### src/rtl/mem_bus_router_if.sv
// Bus bundle between the CPU data port, the router and the slave windows.
// Ports: m_* is the CPU-facing request/response side, s_* the shared slave-facing side.
// Modport slave is the router's view; modport master is the surrounding system's view.
interface mem_bus_router_if #(
   parameter int N_SLV = 6,
   parameter int AW    = 32,
   parameter int DW    = 32
);
   // CPU side
   logic                m_req;
   logic                m_we;
   logic [AW-1:0]       m_addr;
   logic [DW-1:0]       m_wdata;
   logic                m_ready;
   logic                m_rvalid;
   logic [DW-1:0]       m_rdata;
   logic                m_err;
   // slave side
   logic [N_SLV-1:0]    s_req;
   logic                s_we;
   logic [AW-1:0]       s_addr;
   logic [DW-1:0]       s_wdata;
   logic [N_SLV*DW-1:0] s_rdata;
   logic [N_SLV-1:0]    s_ack;

   modport slave (
      input  m_req, m_we, m_addr, m_wdata,
      output m_ready, m_rvalid, m_rdata, m_err,
      output s_req, s_we, s_addr, s_wdata,
      input  s_rdata, s_ack
   );

   modport master (
      output m_req, m_we, m_addr, m_wdata,
      input  m_ready, m_rvalid, m_rdata, m_err,
      input  s_req, s_we, s_addr, s_wdata,
      output s_rdata, s_ack
   );
endinterface

### src/rtl/mem_bus_router.sv
// Purpose: decodes one CPU data-bus transaction at a time into N_SLV address windows and waits for the slave ack.
// Latency: in-range completion 2 + wait cycles after accept (timeout after TIMEOUT busy cycles); out-of-range 1 cycle.
// Backpressure: m_ready is low from accept until the cycle after the m_rvalid pulse; m_req is ignored meanwhile.
// Ports: clk, rst (sync, active high), bus (mem_bus_router_if.slave), err_count (saturating), err_addr (last fault).
module mem_bus_router #(
   parameter int N_SLV   = 6,
   parameter int AW      = 32,
   parameter int DW      = 32,
   parameter int SEL_LSB = 8,
   parameter int TIMEOUT = 15
) (
   input  logic          clk,
   input  logic          rst,
   mem_bus_router_if.slave bus,
   output logic [7:0]    err_count,
   output logic [AW-1:0] err_addr
);

   localparam int SW = (N_SLV > 1) ? $clog2(N_SLV) : 1;
   localparam int CW = $clog2(TIMEOUT + 1);

   typedef enum logic [1:0] {IDLE, BUSY, RESP} state_t;

   state_t           state;
   logic [SW-1:0]    idx;        // decoded index of the incoming address
   logic [SW-1:0]    sel;        // latched index of the transaction in flight
   logic [CW-1:0]    cnt;        // busy cycles without an ack, minus one
   logic             out_of_range;
   logic [N_SLV-1:0] idx_onehot;

   // Any set bit above the index field, or an index past the last window, is a miss.
   always_comb begin
      idx          = bus.m_addr[SEL_LSB +: SW];
      out_of_range = (int'(idx) >= N_SLV) || ((bus.m_addr >> (SEL_LSB + SW)) != '0);
      idx_onehot   = N_SLV'(1) << idx;
   end

   always_ff @(posedge clk) begin
      if (rst) begin
         state        <= IDLE;
         bus.m_ready  <= 1'b1;
         bus.m_rvalid <= 1'b0;
         bus.m_rdata  <= '0;
         bus.m_err    <= 1'b0;
         bus.s_req    <= '0;
         bus.s_we     <= 1'b0;
         bus.s_addr   <= '0;
         bus.s_wdata  <= '0;
         sel          <= '0;
         cnt          <= '0;
         err_count    <= '0;
         err_addr     <= '0;
      end else begin
         case (state)
            IDLE: begin
               if (bus.m_req) begin
                  bus.s_addr  <= bus.m_addr;
                  bus.s_we    <= bus.m_we;
                  bus.s_wdata <= bus.m_wdata;
                  sel         <= idx;
                  cnt         <= '0;
                  bus.m_ready <= 1'b0;
                  if (out_of_range) begin
                     // No slave is touched; answer with an error straight away.
                     state        <= RESP;
                     bus.m_rvalid <= 1'b1;
                     bus.m_err    <= 1'b1;
                     bus.m_rdata  <= '0;
                     err_addr     <= bus.m_addr;
                     if (err_count != 8'hFF) err_count <= err_count + 8'd1;
                  end else begin
                     state     <= BUSY;
                     bus.s_req <= idx_onehot;
                  end
               end
            end

            BUSY: begin
               // The ack is checked first so an ack in the final timeout cycle still wins.
               if (bus.s_ack[sel]) begin
                  state        <= RESP;
                  bus.s_req    <= '0;
                  bus.m_rvalid <= 1'b1;
                  bus.m_err    <= 1'b0;
                  bus.m_rdata  <= bus.s_we ? '0 : bus.s_rdata[sel*DW +: DW];
               end else if (cnt == CW'(TIMEOUT - 1)) begin
                  state        <= RESP;
                  bus.s_req    <= '0;
                  bus.m_rvalid <= 1'b1;
                  bus.m_err    <= 1'b1;
                  bus.m_rdata  <= '0;
                  err_addr     <= bus.s_addr;
                  if (err_count != 8'hFF) err_count <= err_count + 8'd1;
               end else begin
                  cnt <= cnt + 1'b1;
               end
            end

            RESP: begin
               state        <= IDLE;
               bus.m_rvalid <= 1'b0;
               bus.m_err    <= 1'b0;
               bus.m_ready  <= 1'b1;
            end

            default: begin
               state       <= IDLE;
               bus.m_ready <= 1'b1;
               bus.s_req   <= '0;
            end
         endcase
      end
   end

endmodule

### src/flat_wrapper.sv
// flat-port wrapper written by rule: the top's interface ports become plain ports
module mem_bus_router_flat 
#(
   parameter int N_SLV   = 6,
   parameter int AW      = 32,
   parameter int DW      = 32,
   parameter int SEL_LSB = 8,
   parameter int TIMEOUT = 15
)
  (clk, rst, err_count, err_addr, bus_m_req, bus_m_we, bus_m_addr, bus_m_wdata, bus_m_ready, bus_m_rvalid, bus_m_rdata, bus_m_err, bus_s_req, bus_s_we, bus_s_addr, bus_s_wdata, bus_s_rdata, bus_s_ack);
  mem_bus_router_if #(.N_SLV(N_SLV), .AW(AW), .DW(DW)) bus_i ();
  input  logic clk;
  input  logic rst;
  output logic [7:0] err_count;
  output logic [AW-1:0] err_addr;
  input wire logic [$bits(bus_i.m_req)-1:0] bus_m_req;
  input wire logic [$bits(bus_i.m_we)-1:0] bus_m_we;
  input wire logic [$bits(bus_i.m_addr)-1:0] bus_m_addr;
  input wire logic [$bits(bus_i.m_wdata)-1:0] bus_m_wdata;
  output wire logic [$bits(bus_i.m_ready)-1:0] bus_m_ready;
  output wire logic [$bits(bus_i.m_rvalid)-1:0] bus_m_rvalid;
  output wire logic [$bits(bus_i.m_rdata)-1:0] bus_m_rdata;
  output wire logic [$bits(bus_i.m_err)-1:0] bus_m_err;
  output wire logic [$bits(bus_i.s_req)-1:0] bus_s_req;
  output wire logic [$bits(bus_i.s_we)-1:0] bus_s_we;
  output wire logic [$bits(bus_i.s_addr)-1:0] bus_s_addr;
  output wire logic [$bits(bus_i.s_wdata)-1:0] bus_s_wdata;
  input wire logic [$bits(bus_i.s_rdata)-1:0] bus_s_rdata;
  input wire logic [$bits(bus_i.s_ack)-1:0] bus_s_ack;
  assign bus_i.m_req = bus_m_req;
  assign bus_i.m_we = bus_m_we;
  assign bus_i.m_addr = bus_m_addr;
  assign bus_i.m_wdata = bus_m_wdata;
  assign bus_m_ready = bus_i.m_ready;
  assign bus_m_rvalid = bus_i.m_rvalid;
  assign bus_m_rdata = bus_i.m_rdata;
  assign bus_m_err = bus_i.m_err;
  assign bus_s_req = bus_i.s_req;
  assign bus_s_we = bus_i.s_we;
  assign bus_s_addr = bus_i.s_addr;
  assign bus_s_wdata = bus_i.s_wdata;
  assign bus_i.s_rdata = bus_s_rdata;
  assign bus_i.s_ack = bus_s_ack;
  mem_bus_router #(.N_SLV(N_SLV), .AW(AW), .DW(DW), .SEL_LSB(SEL_LSB), .TIMEOUT(TIMEOUT)) u_core (.clk(clk), .rst(rst), .bus(bus_i), .err_count(err_count), .err_addr(err_addr));
endmodule
### config.mk
export PLATFORM = sky130hd
export DESIGN_NAME = mem_bus_router_flat
export DESIGN_NICKNAME = d
export VERILOG_FILES = /design/src/rtl/mem_bus_router_if.sv /design/src/rtl/mem_bus_router.sv /design/src/flat_wrapper.sv
export SDC_FILE = /design/constraint.sdc
export NUM_CORES = 1
export LEC_CHECK = 0
export ABC_AREA = 1
export ABC_CLOCK_PERIOD_IN_PS = 1850
export CAP_MARGIN = 0
export CORE_AREA = 2 2 158 160
export CTS_CLUSTER_SIZE = 16
export DETAILED_ROUTE_END_ITERATION = 16
export DIE_AREA = 0 0 160 162
export PLACE_DENSITY = 0.7
export SYNTH_ARGS = -nofsm -noshare
export SYNTH_HDL_FRONTEND = slang
export SYNTH_SLANG_ARGS = --single-unit
### constraint.sdc
create_clock -name clk -period 1.85 [get_ports clk]
set_input_delay 0.37 -clock clk [delete_from_list [all_inputs] [get_ports clk]]
set_output_delay 0.37 -clock clk [all_outputs]
set_load 0.02 [all_outputs]
# [Yosys cells after proc, flatten, opt, wreduce, memory -nomap -nowiden]
# Index checks and enable logic that the tools add are counted.
[classes] add_sub_neg=2 n_mux=42 n_shift=2 n_div=0 multipliers=0 eq_ne=11 reduce_logical=13 bitwise_logic=2 magnitude_cmp=2
[op_table] op="two-way mux 32 bit" n=9
[op_table] op="indexed part select 192 x 9 -> 32 bit" n=1
[op_table] op="case mux 32 bit (2 select lines)" n=2
[op_table] op="two-way mux 8 bit" n=5
[op_table] op="nonzero test 32 bit" n=1
[op_table] op="two-way mux 6 bit" n=4
[op_table] op="case mux 6 bit (3 select lines)" n=1
[op_table] op="case mux 8 bit (2 select lines)" n=1
[op_table] op="AND reduction 4 bit" n=4
[op_table] op="two-way mux 4 bit" n=3
[op_table] op="adder 8 x 1 -> 8 bit (second input constant)" n=1
[op_table] op="two-way mux 2 bit" n=4
[op_table] op="!= test 2 bit (second input constant)" n=4
[op_table] op="!= test 8 bit (second input constant)" n=1
[op_table] op="case mux 4 bit (2 select lines)" n=1
[op_table] op="two-way mux 1 bit" n=7
[op_table] op="case mux 1 bit (3 select lines)" n=2
[op_table] op="AND reduction 2 bit" n=3
[op_table] op="left shift 1 x 3 -> 6 bit (first input constant)" n=1
[op_table] op="AND reduction 5 bit" n=1
[op_table] op="adder 4 x 1 -> 4 bit (second input constant)" n=1
[op_table] op="== test 4 bit (second input constant)" n=1
[op_table] op="< comparator 3 x 4 -> 1 bit (second input constant)" n=1
[op_table] op="!= test 2 x 1 -> 1 bit (second input constant)" n=2
[op_table] op="12 further kinds" n=13
[word_totals] inputBits=266 mem_count=0 ff_bits=155 latch_bits=0 ram_bits=0 romBits=0

# [Longest topological paths before layout]
# Gate-level depths: netlist (run 1).
[logic_depth] word_depth=5 ltp_mapped=14

# [Worst setup path after synthesis (run 1)]
# Ideal clock, no wire load.
[synth_timing] kind="reg-to-reg" from="register u_core.err_count[1]" to="register u_core.err_count[3]" stages_incl_launch_ff=10 setup_slack_ns=0.166 setup_ns=0.113 synth_period_minus_slack_ns=1.684 arrival_ns=1.571 path_cell_list="dfxtp_1 ha_1 nand3_1 nor2_1 a31oi_2 nand3_1 buf_2 nand2_1 nand2_1 nor2_1"
[synth_between] elab_chain_cells=5 word_cells_on_any_way=8 classes_between="1 x add/sub; 1 x eq/ne; 6 x mux"
[synth_rtl] element="from (decl)" line_no="mem_bus_router.sv:15" text="output logic [7:0] err_count,"
[synth_rtl] element="from (signal assigned)" line_no="mem_bus_router.sv:70" text="if (err_count != 8'hFF) err_count <= err_count + 8'd1;"
[synth_rtl] element="from (signal assigned)" line_no="mem_bus_router.sv:93" text="if (err_count != 8'hFF) err_count <= err_count + 8'd1;"
[synth_rtl] element="adder 8 x 1 -> 8 bit / != test 8 bit (equally long branches)" line_no="mem_bus_router.sv:70, mem_bus_router.sv:93"
[synth_rtl] element="two-way mux 8 bit *" line_no="mem_bus_router.sv:70, mem_bus_router.sv:93"
[synth_rtl] element="two-way mux 8 bit (on tied branches)" line_no="mem_bus_router.sv:86, mem_bus_router.sv:63"
[synth_rtl] element="two-way mux 8 bit (on tied branches)" line_no="mem_bus_router.sv:80, mem_bus_router.sv:56"
[synth_rtl] element="case mux 8 bit (2 select lines) *" line_no="mem_bus_router.sv:54" text="case (state)"
# Mark *: on every way between the ends. The rest lies on a longest branch, timed or not. The select of a mux whose other input is x is not followed.
# A chain may end at the register's enable or synchronous reset.

# [Final worst setup path (run 1)]
[layout_timing] from="register u_core.err_addr[10]" to="output port err_addr[10]"
[layout_lines] element="from (decl)" line_no="mem_bus_router.sv:16" text="output logic [AW-1:0] err_addr"
[layout_lines] element="from (signal assigned)" line_no="mem_bus_router.sv:69" text="err_addr <= bus.m_addr;"
[layout_lines] element="from (signal assigned)" line_no="mem_bus_router.sv:92" text="err_addr <= bus.s_addr;"
[layout_lines] element="to (decl)" line_no="flat_wrapper.sv:15" text="output logic [AW-1:0] err_addr;"
# No word-level cell between the ends.

==> flow_summary.json, run 1 <==
{
  "synth.net_count": 1565,
  "hpwl_um": 27900,
  "yosys_warnings": 0,
  "die-width_um": 160,
  "muxShareOfSynthArea": 0,
  "power.share.clock": 0.340,
  "min_path_cells": 4,
  "final.fill_count": 2382,
  "timing.critical_path.arrival_ps": 1430,
  "ctsHtreeMaxLevel": 4,
  "crit_path_top_delay_cell": "clkdlybuf4s50_1",
  "post_synth_num_cell_types": 30,
  "grt_setup_unrepaired": "yes",
  "whs_endpoint": "u_core.bus.s_addr[6]",
  "clk_pin_slew_worst_paths_ps": 70,
  "run_status": "completed",
  "critical_path.max_stage_delay_ps": 670,
  "global_route.peak_usage_layer": "met2",
  "routed_wirelength_um": 36400,
  "core.rowCount": 57,
  "skew_ps": 15.8,
  "cts-hold-fix-buffers": 0,
  "use_met2": 0.488,
  "drive_above_1_share": 0.0847,
  "globalRouteTotalUtil": 0.273,
  "min_path_type": "input port to flip-flop",
  "die_height_um": 162,
  "path_buf_inv": 1,
  "dr_total_vias": 10137,
  "final_antenna_net_count": 0,
  "synth_area_per_inst_um2": 6.33,
  "max_slew.worst_pin.slew_ps": 519,
  "grt_pass1_vias": 9826,
  "die_area_um2": 25900,
  "max-clock-path-buffers": 2,
  "share_comb_of_total_power": 0.303,
  "synth_cells": 1296,
  "top_level_ports": 412,
  "max-slew-margin-rel": 0.654,
  "ctsRootBufferMaster": "clkbuf_16",
  "core_area_um2": 24100,
  "ys_seq_area_frac": 0.371,
  "yosys.area_share.adder": 0.00458,
  "crit_path_end_kind": "output port",
  "placed_area_um2": 13000,
  "period_needed_ps": 1800,
  "rrSetupSlack_ps": 90,
  "power_w": 0.0103,
  "grtUsageMet3": 0.101,
  "cts_sinks": 152,
  "wire_per_inst_um": 17.7,
  "critical_r2r_launch": "u_core.sel[0]",
  "power_per_cell_area_nw_per_um2": 746,
  "timing.final.hold_violations": 0,
  "net-switching-power_w": 0.00333,
  "crit_path_cell_trace": "clkdlybuf4s50_1",
  "fraction_of_power_spent_switching_nets": 0.322,
  "setup_viol_count_final": 0,
  "dp_slack_ps": -375,
  "final_cell_mix": "clkdlybuf4s50_1 (386), nand2_1 (352), nor2_1 (211), o21ai_0 (179), dfxtp_1 (149)",
  "synth_compound_area_frac": 0.222,
  "finalNetCount": 1979,
  "clkLatencyLatePin_ps": 430,
  "synth_xor_xnor_area_share": 0.00748,
  "numCtsBuffers": 17,
  "leakagePower_nw": 6.00,
  "min_period_over_period": 0.974,
  "intPower_w": 0.00702,
  "grt_first_pass_wirelength_um": 54900,
  "max_cap_viol_count": 0,
  "worst-path-max-fanout": 2,
  "stdcell_area_um2": 13900,
  "holdCritStartpoint": "rst",
  "drt-vias-per-instance": 4.94,
  "worst-r2r-cell-count": 11,
  "global_route.usage.met1": 0.296,
  "pin_count_of_the_biggest_net_entering_global_routing": 56,
  "synth_top_family_by_area": "simple AND/OR/NAND/NOR gates",
  "setup.worst_path.class": "flip-flop to output port",
  "critPathRequiredTime_ps": 1480,
  "drt_first_iter_violations": 558,
  "commonest_non_fill_non_tap_cell_in_the_layout": "clkdlybuf4s50_1",
  "r2r_end": "u_core.err_addr[4]",
  "start_util": 0.340,
  "synthesis.area_um2": 8200,
  "ir_worst_vdd_uv": 651,
  "antenna_found_initial": 5,
  "grt_overflow": 0,
  "critPathTopFamily": "buffers and inverters",
  "worst_slack_ps": 48.2,
  "route.detailed.drc": 0,
  "number_of_max_slew_violations_in_the_final_report": 0,
  "place.port_buffers": 411,
  "firstDrtPassIters": 7,
  "ys_ff_latch": 152,
  "achievable-frequency_ghz": 0.555,
  "gp_congestion": 0.928,
  "synth_simple_gate_area_frac": 0.314,
  "worstSetupStartpointType": "flip-flop",
  "power.share.sequential": 0.357,
  "area.growth.synth_to_final_pct": 69.0,
  "clock_tree_from_tritoncts": "built"
}
## sequential cells by signal, summed over array words and instances (netlist names)
register,flops
u_core.bus.s_wdata,32
u_core.bus.s_req,6
u_core.bus.m_ready,1
u_core.state,2
u_core.cnt,4
u_core.bus.m_rdata,32
u_core.sel,2
u_core.err_count,8
u_core.bus.m_rvalid,1
u_core.bus.s_we,1
u_core.err_addr,32
u_core.bus.m_err,1
u_core.bus.s_addr,30
## synthesized netlist by cell type
cell type  instances  area share
buf_4              9      0.0082
a21oi_1          102       0.062
buf_1              7      0.0032
a31oi_2            1      0.0015
inv_4              1     0.00076
nand3_2            1      0.0012
nor2_2             3      0.0023
o211ai_2           1      0.0015
nand2_4            1      0.0014
o21ai_1           22       0.013
buf_2             32       0.020
nor2_1           214       0.098
ha_1               3      0.0046
dfxtp_1          152        0.37
nand3_1           19       0.012
inv_1             47       0.022
nand2_2            2      0.0015
xor2_1             7      0.0075
clkinv_2           1     0.00061
o21ai_0          180        0.11
nor2_4             3      0.0041
clkinv_1           1     0.00046
nand4_1           41       0.031
buf_6              2      0.0027
o21bai_1           4      0.0037
o21a_1            32       0.029
nand2_1          354        0.16
inv_2              6      0.0027
clkbuf_1          47       0.022
or2_1              1     0.00076
## layer usage
| layer | wire [µm] | up-vias | part of all wire |
|---|---|---|---|
| met5 | 0 | - | 0 |
| met4 | 1250 | 0 | 0.034 |
| met3 | 3290 | 61 | 0.090 |
| met2 | 17900 | 393 | 0.49 |
| met1 | 14000 | 4630 | 0.38 |
| li1 | - | 5053 | - |
## through the flow
step,setup TNS [ps],cells,utilization,hold slack (ps)
finish,0,2052,0.575,413
global route,-403,2052,0.575,418
CTS,0,2042,0.566,389
detailed placement,-27380,2007,0.541,452
global placement,-24520,2007,0.541,445
floorplan,0,1296,-,474
## how the worst max path moves through the flow
stage                              startpoint               endpoint  slack (ps)  cells after the start
after floorplan           u_core.err_count[1]    u_core.err_count[3]         170                      9
after global placement         bus_m_addr[28]    u_core.err_addr[18]        -330                     11
after detailed placement       bus_m_addr[28]    u_core.err_addr[14]        -370                     11
after CTS                 u_core.err_count[0]           err_count[0]           3                      1
after global routing            u_core.sel[0]  u_core.bus.m_rdata[2]         -40                     13
final                     u_core.err_addr[10]           err_addr[10]          50                      1
## cell families after synthesis
kind of cell	count (synthesis)
buffers and inverters	153
DFF	152
xor gates and xnor gates	7
and+or+nand+nor	639
adders and majority gates	3
AOI/OAI and AO/OA	342
## cell type report
type | instances | area, µm² | share of cell area
Timing Repair Buffer | 492 | 5060 | 0.365
Multi-Input combinational cell | 991 | 4530 | 0.327
Sequential cell | 152 | 3050 | 0.220
Clock buffer | 18 | 439 | 0.0317
Tap cell | 324 | 405 | 0.0292
Inverter | 56 | 220 | 0.0159
Clock inverter | 14 | 154 | 0.0111
Antenna cell | 5 | 12.5 | 0.000902
## repair_timing
| item | 4_1_cts | 5_1_grt |
|---|---|---|
| resized for setup | 15 | 31 |
| setup buffers | 3 | 2 |
| cloned | 0 | 3 |
| pin swaps | 0 | 6 |
| setup endpoints to repair | 48 | 95 |
## power groups by stage
stage	registers, W	clock network [W]	logic, W
6_report	0.00369	0.00352	0.00313
5_1_grt	0.00372	0.00375	0.00340
4_1_cts	0.00369	0.00359	0.00307
3_5_place_dp	0.00376	0	0.00306
3_3_place_gp	0.00376	0	0.00303
2_1_floorplan	0.00404	0	0.00111
(Power assumes the default switching activity.)
==> inputs of run 2 (changes only) <==
--- a/config.mk
+++ b/config.mk
@@ -13,6 +13,7 @@
 export DETAILED_ROUTE_END_ITERATION = 16
 export DIE_AREA = 0 0 160 162
 export PLACE_DENSITY = 0.7
+export RECOVER_POWER = 100
 export SYNTH_ARGS = -nofsm -noshare
 export SYNTH_HDL_FRONTEND = slang
 export SYNTH_SLANG_ARGS = --single-unit
==> run 2 against run 1 <==
Register-to-register slack about the same; core utilization down 0.48 points; total power fell by 0.24%; critical path type unchanged; largest power group unchanged.
==> flow_summary.json, run 2 (synthesis results as in run 1) <==
{
  "holdCritStartpoint": "rst",
  "layout_top_registers": "u_core.bus.m_rdata: 32 flops, u_core.bus.s_wdata: 32 flops, u_core.err_addr: 32 flops",
  "top_level_ports": 412,
  "grt_pass1_vias": 9826,
  "worst-path-max-fanout": 2,
  "whs_endpoint": "u_core.bus.s_addr[6]",
  "power_per_cell_area_nw_per_um2": 751,
  "max-clock-path-buffers": 2,
  "ctsRootBufferMaster": "clkbuf_16",
  "start_util": 0.340,
  "core_area_um2": 24100,
  "core.rowCount": 57,
  "critPathRequiredTime_ps": 1480,
  "clk_pin_slew_worst_paths_ps": 70,
  "timing.final.hold_violations": 0,
  "drt-vias-per-instance": 4.93,
  "crit_path_top_delay_cell": "clkdlybuf4s50_1",
  "fin_hold_ws_ps": 414,
  "stdcell_area_um2": 13700,
  "numCtsBuffers": 17,
  "number_of_max_slew_violations_in_the_final_report": 0,
  "pin_count_of_the_biggest_net_entering_global_routing": 56,
  "grt_setup_unrepaired": "yes",
  "hpwl_um": 27900,
  "min_period_over_period": 0.976,
  "ir_worst_vdd_uv": 655,
  "achievable-frequency_ghz": 0.554,
  "drt_first_iter_violations": 565,
  "commonest_non_fill_non_tap_cell_in_the_layout": "clkdlybuf4s50_1",
  "final_cell_mix": "clkdlybuf4s50_1 (386), nand2_1 (352), nor2_1 (212), o21ai_0 (179), dfxtp_1 (149)",
  "leakagePower_nw": 5.79,
  "placed_area_um2": 13000,
  "cts_sinks": 152,
  "min_path_cells": 4,
  "worstSetupStartpointType": "flip-flop",
  "layout.cells.non_filler": 2052,
  "rrSetupSlack_ps": 90,
  "area.growth.synth_to_final_pct": 67.6,
  "gp_congestion": 0.928,
  "routed_wirelength_um": 36400,
  "wire_per_inst_um": 17.7,
  "critical_r2r_launch": "u_core.sel[0]",
  "place.port_buffers": 411,
  "final.fill_count": 2403,
  "timing.critical_path.arrival_ps": 1440,
  "route.detailed.drc": 0,
  "worst-r2r-cell-count": 11,
  "period_needed_ps": 1810,
  "clock_tree_from_tritoncts": "built",
  "dr_total_vias": 10118,
  "min_path_type": "input port to flip-flop",
  "total_placed_cells_including_tap_cells": 2007,
  "setup_viol_count_final": 0,
  "crit_path_end_kind": "output port",
  "max_slew.worst_pin.slew_ps": 530,
  "r2r_end": "u_core.err_addr[4]",
  "ctsHtreeMaxLevel": 4,
  "die_area_um2": 25900,
  "run_status": "completed",
  "die-width_um": 160,
  "setup.worst_path.class": "flip-flop to output port",
  "final_antenna_net_count": 0,
  "globalRouteTotalUtil": 0.273,
  "critPathTopFamily": "buffers and inverters",
  "grt_first_pass_wirelength_um": 54900,
  "finalNetCount": 1979,
  "firstDrtPassIters": 5,
  "drive_above_1_share": 0.0830,
  "die_height_um": 162,
  "clkLatencyLatePin_ps": 440,
  "max-slew-margin-rel": 0.647,
  "path_buf_inv": 1,
  "max_cap_viol_count": 0,
  "critical_path.max_stage_delay_ps": 670,
  "antenna_found_initial": 5,
  "critical_path_cell_count": 1,
  "skew_ps": 14.6,
  "grt_overflow": 0,
  "crit_path_cell_trace": "clkdlybuf4s50_1"
}
## run 2: changes by cell type in the layout (fill, tap and decap cells not counted), sizes merged
cell,change
clkinv,+1
dlymetal6s2s,-11
inv,-1
buf,-2
clkbuf,+13
## run 2: metal layers
metal / share of wire / GRT usage
met1: 0.39 / 0.296
met2: 0.49 / 0.488
met3: 0.089 / 0.101
met4: 0.034 / 0.103
met5: 0 / 0
## run 2: cell type report
type | instances | area (µm²) | share of cell area
Antenna cell | 5 | 12.5 | 0.000910
Clock buffer | 18 | 439 | 0.0319
Clock inverter | 14 | 154 | 0.0112
Inverter | 56 | 220 | 0.0160
Multi-Input combinational cell | 991 | 4520 | 0.329
Sequential cell | 152 | 3050 | 0.222
Tap cell | 324 | 405 | 0.0295
Timing Repair Buffer | 492 | 4940 | 0.360
## run 2: worst max-delay path by stage
| stage | startpoint | slack (ps) | to |
|---|---|---|---|
| after floorplan | u_core.err_count[1] | 170 | u_core.err_count[3] |
| after global placement | bus_m_addr[28] | -330 | u_core.err_addr[18] |
| after detailed placement | bus_m_addr[28] | -370 | u_core.err_addr[14] |
| after CTS | u_core.err_count[0] | 3 | err_count[0] |
| after global routing | u_core.sel[0] | -40 | u_core.bus.m_rdata[2] |
| final | u_core.err_addr[10] | 40 | err_addr[10] |
## run 2: stage by stage
step           setup TNS [ps]  setup WS, ps  utilization  total power (W)
2_1_floorplan               0           166            -          0.00515
3_3_place_gp           -24520          -334        0.541          0.00679
6_report                    0          44.3        0.570           0.0103
5_1_grt                  -403         -39.7        0.570           0.0108
4_1_cts                     0          3.43        0.566           0.0104
3_5_place_dp           -27380          -375        0.541          0.00682
## run 2: repair_timing
action | in CTS | in global routing
buffers inserted | 3 | 2
hold buffers | 0 | 0
endpoints found under the hold margin | 0 | 0
resized for setup | 15 | 31
pin swaps | 0 | 6
setup endpoints to repair | 48 | 95
gates cloned | 0 | 3
## run 2: where the power goes
group          leakage (nW)  switching [W]  internal [W]  total [W]
Clock                 0.286        0.00158       0.00195    0.00352
Sequential             1.26       0.000161       0.00353    0.00369
Combinational          4.25        0.00160       0.00151    0.00310
